<file path="src/rtl/operand_forward_unit.sv">
// operand_forward_unit: EX/MEM tag tracking, registered operand-forward selects and load-use stall detection
module operand_forward_unit #(
  parameter int REG_ADDR_W = 5,
  parameter int ZERO_REG_EN = 0,
  parameter int CNT_W = 32
) (
  input  logic                  clk,
  input  logic                  reset,
  input  logic                  id_valid,
  input  logic [REG_ADDR_W-1:0] id_rs,
  input  logic [REG_ADDR_W-1:0] id_rt,
  input  logic                  id_rs_used,
  input  logic                  id_rt_used,
  input  logic [REG_ADDR_W-1:0] id_rd,
  input  logic                  id_rd_we,
  input  logic                  id_is_load,
  input  logic                  pipe_hold,
  input  logic                  flush,
  output logic [1:0]            fwd_sel_a,
  output logic [1:0]            fwd_sel_b,
  output logic                  stall_id,
  output logic                  ex_load_pending,
  output logic [CNT_W-1:0]      stall_count
);
  logic                  ex_valid, ex_we, ex_load, mem_valid, mem_we;
  logic [REG_ADDR_W-1:0] ex_rd, mem_rd;
  logic                  ex_a, ex_b, mem_a, mem_b, zero_a, zero_b, kill;
  logic [1:0]            next_a, next_b;
  always_comb begin
    zero_a = (ZERO_REG_EN != 0) && id_rs == '0;
    zero_b = (ZERO_REG_EN != 0) && id_rt == '0;
    ex_a = id_rs_used && !zero_a && ex_valid && ex_we && ex_rd == id_rs;
    ex_b = id_rt_used && !zero_b && ex_valid && ex_we && ex_rd == id_rt;
    mem_a = id_rs_used && !zero_a && mem_valid && mem_we && mem_rd == id_rs;
    mem_b = id_rt_used && !zero_b && mem_valid && mem_we && mem_rd == id_rt;
    stall_id = id_valid && !flush && (ex_a || ex_b) && ex_load;
    kill = flush || stall_id || !id_valid;
    next_a = kill ? 2'd0 : ex_a ? 2'd1 : mem_a ? 2'd2 : 2'd0;
    next_b = kill ? 2'd0 : ex_b ? 2'd1 : mem_b ? 2'd2 : 2'd0;
  end
  assign ex_load_pending = ex_valid && ex_load;
  always_ff @(posedge clk) begin
    if (reset) begin
      ex_valid    <= 1'b0;
      ex_rd       <= '0;
      ex_we       <= 1'b0;
      ex_load     <= 1'b0;
      mem_valid   <= 1'b0;
      mem_rd      <= '0;
      mem_we      <= 1'b0;
      fwd_sel_a   <= 2'd0;
      fwd_sel_b   <= 2'd0;
      stall_count <= '0;
    end else if (!pipe_hold) begin
      mem_valid <= ex_valid;
      mem_rd    <= ex_rd;
      mem_we    <= ex_we;
      ex_valid  <= id_valid && !flush && !stall_id;
      ex_rd     <= id_rd;
      ex_we     <= id_valid && id_rd_we;
      ex_load   <= id_valid && id_is_load;
      fwd_sel_a <= next_a;
      fwd_sel_b <= next_b;
      if (stall_id && stall_count != '1)
        stall_count <= stall_count + CNT_W'(1);
    end
  end
endmodule

</file>
<file path="config.mk">
export PLATFORM = sky130hd
export DESIGN_NAME = operand_forward_unit
export DESIGN_NICKNAME = d
export VERILOG_FILES = /design/src/rtl/operand_forward_unit.sv
export SDC_FILE = /design/constraint.sdc
export NUM_CORES = 1
export LEC_CHECK = 0
export CAP_MARGIN = 20
export CORE_ASPECT_RATIO = 0.8
export CORE_MARGIN = 1
export CORE_UTILIZATION = 53
export DETAILED_ROUTE_END_ITERATION = 12
export PLACE_DENSITY = 0.95
export SLEW_MARGIN = 10
export SYNTH_ARGS = -nofsm -noshare
export SYNTH_HDL_FRONTEND = slang
export SYNTH_SLANG_ARGS = --single-unit
</file>
<file path="constraint.sdc">
create_clock -name clk -period 4.45 [get_ports clk]
set_clock_uncertainty 0.2 [all_clocks]
set_input_delay 0.6675 -clock clk [delete_from_list [all_inputs] [get_ports clk]]
set_output_delay 0.6675 -clock clk [all_outputs]
set_load 0.05 [all_outputs]
</file>
* After elaboration in Yosys (flattened, before gate mapping)
Index checks and enable logic that the tools add are counted.
** Storage, ports and cells
- Register bits :: 51
- Bits in latches :: 0
- Bits in writable memories :: 0
- ROM bits :: 0
- Input bits :: 24
- Output and inout port bits :: 38
- Logic and storage cells :: 50
- Memories :: 0
** Cells by class
- Add/subtract/negate cells :: 1
- Multipliers :: 0
- Div/mod/pow operators :: 0
- Magnitude comparators :: 0
- Equal/unequal tests :: 5
- Shift-type cells :: 0
- Multiplexer cells :: 6
- Bitwise operators :: 1
- Reduce and logical (&&, ||, !) cells :: 27
** Operator list (count)
- 32-bit by 1-bit adder with 32-bit output, second input constant :: 1
- 32-bit inequality test, second input constant :: 1
- 5-bit equality test :: 4
- 1-bit logical AND :: 20
- 2-bit two-way mux :: 6
- 1-bit zero test :: 3
- 1-bit logical OR :: 3
- 2-bit AND reduction :: 1
- 1-bit NOT :: 1

* Logic depth before layout (Yosys ltp)
Gate-level depths: netlist of the first run.
- Depth after elaboration :: 9
- Mapped depth :: 8
- Gate-level depth less buffers :: 7

* Worst setup path after synthesis of the first run
No wires, ideal clock.
- Kind :: input to output
- From :: input port id_rt[1]
- To :: output port stall_id
- Data arrival time :: 1.858 ns
- Required time :: 3.582 ns
- Slack :: 1.725 ns
- Stages on the path :: 5
- Buffers on the path :: 0
- Cell sequence :: xnor2_1 -> nand4_1 -> or3_1 -> nand2_1 -> and4b_1
** On the way
- Word-level cells in the longest chain between the ends :: 5
** Ends and longest elaborated chain
- start, declared :: line 11 : input logic [REG_ADDR_W-1:0] id_rt,
- 5-bit equality test :: line 33 : ex_b = id_rt_used && !zero_b && ex_valid && ex_we && ex_rd == id_rt;
- 1-bit logical AND :: line 33
- 1-bit logical OR :: line 36 : stall_id = id_valid && !flush && (ex_a || ex_b) && ex_load;
- 1-bit logical AND (2 in a row) :: line 36
- end, declared :: line 21 : output logic stall_id,
No other way between the ends.

* Worst setup path in the final report of the first run
- From :: input port id_rt[3]
- To :: output port stall_id
Same word-level chain as after synthesis.

==> impl_results.md, run 1 <==
* Outcome: finished, final reports clean
* R2R Path End: stall_count[0]
* Starting density of the core at 0.558
* Core Box Area at 4620 um2
* Cell Count, Final, Fillers Out at between 400 and 500
* RSZ-0062 raised after global routing: no
* # resized after CTS at 0
* Setup bufs post-CTS at 0
* Chip Height at approximately 64 um
* Hold_buf cts at 0
* Post-layout min period at slightly below 4 ns
* Syn_nets at about 320
* Pin count of the biggest net entering global routing at 29
* Seq/Total Area, Yosys at 0.395
* CP bufs+invs at 2
* Clock Tree Root: clkbuf_8
* Post-DP Area at 3240 um2
* Pre-CTS setup slack at 0.570 ns
* Chip width at about 80 um
* CTS clock-pin slew for the worst setup and hold paths at 0.08 ns
* Fin. Hold Viols at 0
* End-of-flow core utilization at 0.726
* CP startpoint kind: input port
* Final WS setup at 0.558 ns
* Initial antenna violation count at 0
* I/O Buffers at between 60 and 70
* CTS H-tree lvls at 2
* Final ANT Viol Nets at 0
* Placed Instances at just over 400
* R2r setup slk at around 1.8 ns
* CTS tree: done
* Warnings, synthesis at 0
* CP max stage delay at 0.80 ns
* Worst min path class: register to register
* Avg WL per Cell at around 15 um
* Gr ovfl total at 0
* Worst supply voltage drop on vdd at about 200 uV
* Register-to-Register Path Depth at 7
* FF-to-FF Start: stall_count[1]
* Sink Count at 51
* Max_slew headroom at 0.337
* Most instantiated cells after synthesis: dfxtp_1, nor2_1, xor2_1, nand4_1, nand2_1
* Post-synth ARST share at 0
* Die ar. at a little over 5000 um2
* Design area at 3360 um2
* CP Capture Point: stall_id
* Least-Margin Pin Slew at just under 1 ns
* CP startpoint: id_rt[3]
* TritonRoute pass-1 iters at 4
* Final hold slack at ~0.26 ns
* Detailed Route Iter0 Violations at ~120
* Number of synthesized register bits at 51
* Layout area overhead at 29.9%
* Nets at 382
* Mapped Area at 2580 um2
* Layout cells sized above 1 at 0.0616
* GP Congestion at about 0.83
* Top cells by area, synth: dfxtp_1, xor2_1, nor2_1, nand4_1, mux2i_1
* Crit-path cells: clkdlybuf4s50_1 -> xnor2_1 -> nand4_1 -> or3_1 -> nand2_1 -> and4b_1 -> clkdlybuf4s50_1
* Synthesized instance count at 297
* Residual DRC at 0
* Clk buf depth at 2
* Crit. End Element: output pin
* Slowest cell on the critical path: clkdlybuf4s50_1
* Routed WL at around 6200 um
* Post-synth top area share at 0.395
* Routed vias at 2,386
* All-Layer GR Usage at 0.251
* Final Cycle Share at 0.875
* Final TNS setup at 0 ns
* Top delay family on crit path: buffers and inverters
* First-pass GRT wire length at 9990 um
* Cell variety after synth at 45
* Crit. path cell count at 7
* # IOs at just over 60
* Max-slew violations at 0
* CP arrival at just over 3 ns
* Cell leakage power at ~1.2 nW
* Ys flop type: dfxtp_1
* Dpl hpwl at ~4500 um
* Crit path kind: input port to output pin
* Fill cells at ~350
* Cell row count at 22
* Clk_lat worst skew at 0.31 ns
* Number of synthesized flops with an enable pin at 0
* Leading area contributor after synthesis: dfxtp_1
* Most frequent CP cell: clkdlybuf4s50_1
* Final Power at approximately 0.85 mW
* DR vias/cell at approximately 5.7
* Final number of setup-violating endpoints at 0
* Fmax at 257 MHz
* Cell with the most instances after synthesis: dfxtp_1
* CP Max Fanout at 3
* Power Density at approximately 250 nW/um2
* Max cap viols at 0
* TritonCTS Buffers at 5
* # diodes at 0
* Syn avg cell area at 8.70 um2
* CP Data Required Time at 3.58 ns
* Via count of the first global-routing pass at between 2,000 and 2,500
## sequential cells by signal, indices dropped and copies added, names as in the netlist
| signal | flops |
|---|---|
| stall_count | 32 |
| ex_rd | 5 |
| mem_rd | 5 |
| fwd_sel_a | 2 |
| fwd_sel_b | 2 |
| ex_load | 1 |
| ex_valid | 1 |
| ex_we | 1 |
| mem_valid | 1 |
| mem_we | 1 |
## report_power, final
group          internal, mW  leakage, nW  switching (mW)
combinational        0.0367        0.721          0.0300
clock                 0.165       0.0513           0.149
sequential            0.462        0.412         0.00739
## worst reg2reg max path, cell delays in order (launching register included)
cell	delay, ns
dfxtp_1	0.44
ha_1	0.31
nand2_1	0.13
nor3_4	0.42
nand4_1	0.51
nand2_1	0.33
xor2_1	0.16
nor2_1	0.05
## worst min path at each step
stage | from | to | slack [ns] | cells after the start
after floorplan | mem_valid | mem_valid | 0.26 | 2
after global placement | fwd_sel_b[1] | fwd_sel_b[1] | 0.24 | 2
after detailed placement | fwd_sel_b[1] | fwd_sel_b[1] | 0.24 | 2
after CTS | fwd_sel_b[1] | fwd_sel_b[1] | 0.26 | 2
after global routing | fwd_sel_b[1] | fwd_sel_b[1] | 0.28 | 2
final | fwd_sel_b[1] | fwd_sel_b[1] | 0.26 | 2
## cell usage in the layout (no fill, tap or decap), drive strengths merged, types with 4 or more instances in the layout
cell | synthesis | routed
nand4 | 22 | 22
and3 | 8 | 8
clkdlybuf4s50 | 0 | 61
nor3 | 6 | 6
nor2 | 40 | 40
nand3 | 14 | 14
nand2 | 19 | 19
and2 | 4 | 4
xnor2 | 12 | 12
xor2 | 24 | 24
o21ai | 15 | 15
dfxtp | 51 | 51
or3 | 14 | 14
a21oi | 15 | 15
a22oi | 4 | 4
mux2i | 12 | 12
clkbuf | 9 | 6
## logic make-up after synthesis
group | count (synthesis) | share of synthesized area
AOI/OAI and AO/OA | 41 | 0.103
xor gates and xnor gates | 36 | 0.122
adders and majority gates | 1 | 0.00484
buffers and inverters | 13 | 0.0189
DFF | 51 | 0.395
muxes | 12 | 0.0465
and+or+nand+nor | 143 | 0.310
## layer usage
metal	GRT usage	up-vias	share of wire
met5	0	-	0
met4	0.0848	0	0.017
met3	0.0620	11	0.062
met2	0.406	80	0.46
met1	0.325	1115	0.46
li1	-	1180	-
## layout make-up
| class | instances | area [um2] | share of cell area |
|---|---|---|---|
| multi-input combinational | 233 | 1510 | 0.451 |
| sequential | 51 | 1020 | 0.304 |
| timing repair buffer | 64 | 637 | 0.190 |
| tap | 60 | 75.1 | 0.0224 |
| clock buffer | 6 | 72.6 | 0.0216 |
| clock inverter | 1 | 30.0 | 0.00895 |
| inverter | 2 | 7.51 | 0.00224 |
No activity file was read; power rests on OpenSTA's default activity.
==> inputs of run 2 (changes only) <==
CELL_PAD_IN_SITES_DETAIL_PLACEMENT = 0   (was default)
CELL_PAD_IN_SITES_GLOBAL_PLACEMENT = 1   (was default)
CORE_UTILIZATION = 39   (was 53)
PLACE_DENSITY = 0.94   (was 0.95)
==> run 2 against run 1 <==
  * Core utilization shrank 20 points
  * Final area up 0.78%
  * Register-to-register slack better by 0.03 ns
  * Highest routed layer unchanged
==> impl_results.md, run 2 (synthesis results as in run 1) <==
* Outcome: finished, final reports clean
* # diodes at 0 (unchanged)
* # IOs at 62 (unchanged)
* Placed Instances at 434 (+6.1%)
* GP Congestion at 0.762 (-8.7%)
* Final Power at 0.840 mW (-1.1%)
* Avg WL per Cell at 13.7 um (-7.9%)
* Layout cells sized above 1 at 0.0616 (unchanged)
* Post-DP Area at 3280 um2 (+1.2%)
* Least-Margin Pin Slew at 0.898 ns (-0.0934 ns)
* CP startpoint: id_rt[2]
* Final WS setup at 0.639 ns (+0.0817 ns)
* Crit. End Element: output pin
* # resized after CTS at 0 (unchanged)
* Max-slew violations at 0 (unchanged)
* Hold_buf cts at 0 (unchanged)
* Hold path startpoint: fwd_sel_a[1]
* Pin count of the biggest net entering global routing at 46 (+59%)
* Final TNS setup at 0 ns (unchanged)
* Clk buf depth at 2 (unchanged)
* FF-to-FF Start: stall_count[0]
* Most frequent cells in the layout: clkdlybuf4s50_1, dfxtp_1, nor2_1, xor2_1, nand4_1
* Most frequent CP cell: clkdlybuf4s50_1
* Fill cells at 602 (+73%)
* Pre-CTS setup slack at 0.648 ns (+0.0778 ns)
* Gr ovfl total at 0 (unchanged)
* I/O Buffers at 61 (unchanged)
* TritonCTS Buffers at 5 (unchanged)
* Max cap viols at 0 (unchanged)
* CP startpoint kind: input port
* Chip width at 93.0 um (+16%)
* Nets at 382 (unchanged)
* Crit-path cells: clkdlybuf4s50_1 -> xnor2_1 -> nand4_1 -> or3_1 -> nand2_1 -> and4b_1 -> clkdlybuf4s50_1
* Setup bufs post-CTS at 0 (unchanged)
* Final number of setup-violating endpoints at 0 (unchanged)
* Commonest non-fill, non-tap cell in the layout: clkdlybuf4s50_1
* Design area at 3380 um2 (+0.78%)
* Fmax at 262 MHz (+2.1%)
* Via count of the first global-routing pass at 1,997 (-9.4%)
* Reg with most FFs: stall_count
* Cell row count at 26 (+18%)
* Dpl hpwl at 4490 um (-0.23%)
* End-of-flow core utilization at 0.530 (-0.195)
* First-pass GRT wire length at 9730 um (-2.6%)
* CTS clock-pin slew for the worst setup and hold paths at 0.09 ns (about the same)
* Layout area overhead at 31.0%
* Cell leakage power at 1.18 nW (about the same)
* Post-layout min period at 3.81 ns (-0.0817 ns)
* Fin. Hold Viols at 0 (unchanged)
* Core Box Area at 6380 um2 (+38%)
* Routed vias at 2,336 (-2.1%)
* Final ANT Viol Nets at 0 (unchanged)
* Residual DRC at 0 (unchanged)
* Max_slew headroom at 0.399 (+0.0617)
* Cell Count, Final, Fillers Out at 441 (+5.8%)
* Clk_lat worst skew at 0.30 ns (about the same)
* Max reg flops at 32 (unchanged)
* All-Layer GR Usage at 0.176 (-0.0747)
* Starting density of the core at 0.405 (-0.153)
* Clock Tree Root: clkbuf_8
* RSZ-0062 raised after global routing: no
* DR vias/cell at 5.30 (-7.4%)
* CP arrival at 2.94 ns (-0.08 ns)
* TritonRoute pass-1 iters at 4 (unchanged)
* CTS tree: done
* Initial antenna violation count at 0 (unchanged)
* Routed WL at 6040 um (-2.5%)
* CP Max Fanout at 3 (unchanged)
* CTS H-tree lvls at 2 (unchanged)
* Power Density at 248 nW/um2 (-1.9%)
* Worst min path class: register to register
* CP Data Required Time at 3.58 ns (about the same)
* Slowest cell on the critical path: clkdlybuf4s50_1
* Detailed Route Iter0 Violations at 95 (-21%)
* Final Cycle Share at 0.856 (-0.0184)
* Top Registers: stall_count x32, ex_rd x5, mem_rd x5
* Chip Height at 74.8 um (+16%)
* Final hold slack at 0.259 ns (-0.00249 ns)
* Crit path kind: input port to output pin
* Sink Count at 51 (unchanged)
* Die ar. at 6950 um2 (+35%)
* Worst supply voltage drop on vdd at 213 uV (+5.4%)
* CP max stage delay at 0.80 ns (about the same)
==> run 2: cell count changes in the layout (fill, tap and decap cells not counted) <==
cell	change
buf_4	+1
buf_6	-1
==> run 2: cell type report <==
cell class | instances | area, um2 | area share
repair buffers | 64 | 633 | 0.187
flip-flops and latches | 51 | 1020 | 0.302
multi-input cells | 233 | 1510 | 0.447
well taps | 84 | 105 | 0.0311
inverters | 2 | 7.51 | 0.00222
clock buffers | 6 | 72.6 | 0.0215
clock inverters | 1 | 30.0 | 0.00888
==> run 2: metal layers <==
| layer | up-vias | routed length (um) | global-route usage |
|---|---|---|---|
| met2 | 54 | 2710 | 0.265 |
| met4 | 0 | 23 | 0.0393 |
| met1 | 1099 | 3050 | 0.256 |
| li1 | 1180 | - | - |
| met3 | 3 | 257 | 0.0424 |
| met5 | - | 0 | 0 |
==> run 2: worst max-delay path: cells and delay by family <==
family                 cells  cell delay (ns)
XOR/XNOR                   1             0.13
buffers and inverters      2             1.33
AND/OR/NAND/NOR            4             0.81
==> run 2: final timing paths <==
check	endpoint	slack (ns)	cells past startpoint
setup reg to reg	stall_count[0]	1.79	7
hold / removal	fwd_sel_a[1]	0.26	2
hold reg to reg	fwd_sel_a[1]	0.26	2
setup / recovery	stall_id	0.64	7
==> run 2: report_power, final <==
part	internal (mW)	leakage, nW	total (mW)	switching (mW)
combinational	0.0366	0.720	0.0647	0.0280
sequential	0.462	0.412	0.469	0.00772
clock	0.165	0.0513	0.306	0.141
total	0.663	1.18	0.840	0.177
==> inputs of run 3 (changes only) <==
CTS_CLUSTER_DIAMETER = 40   (was default)
==> results of run 3 <==
Same layout as run 2: the final DEF is identical, and so are final timing and power.
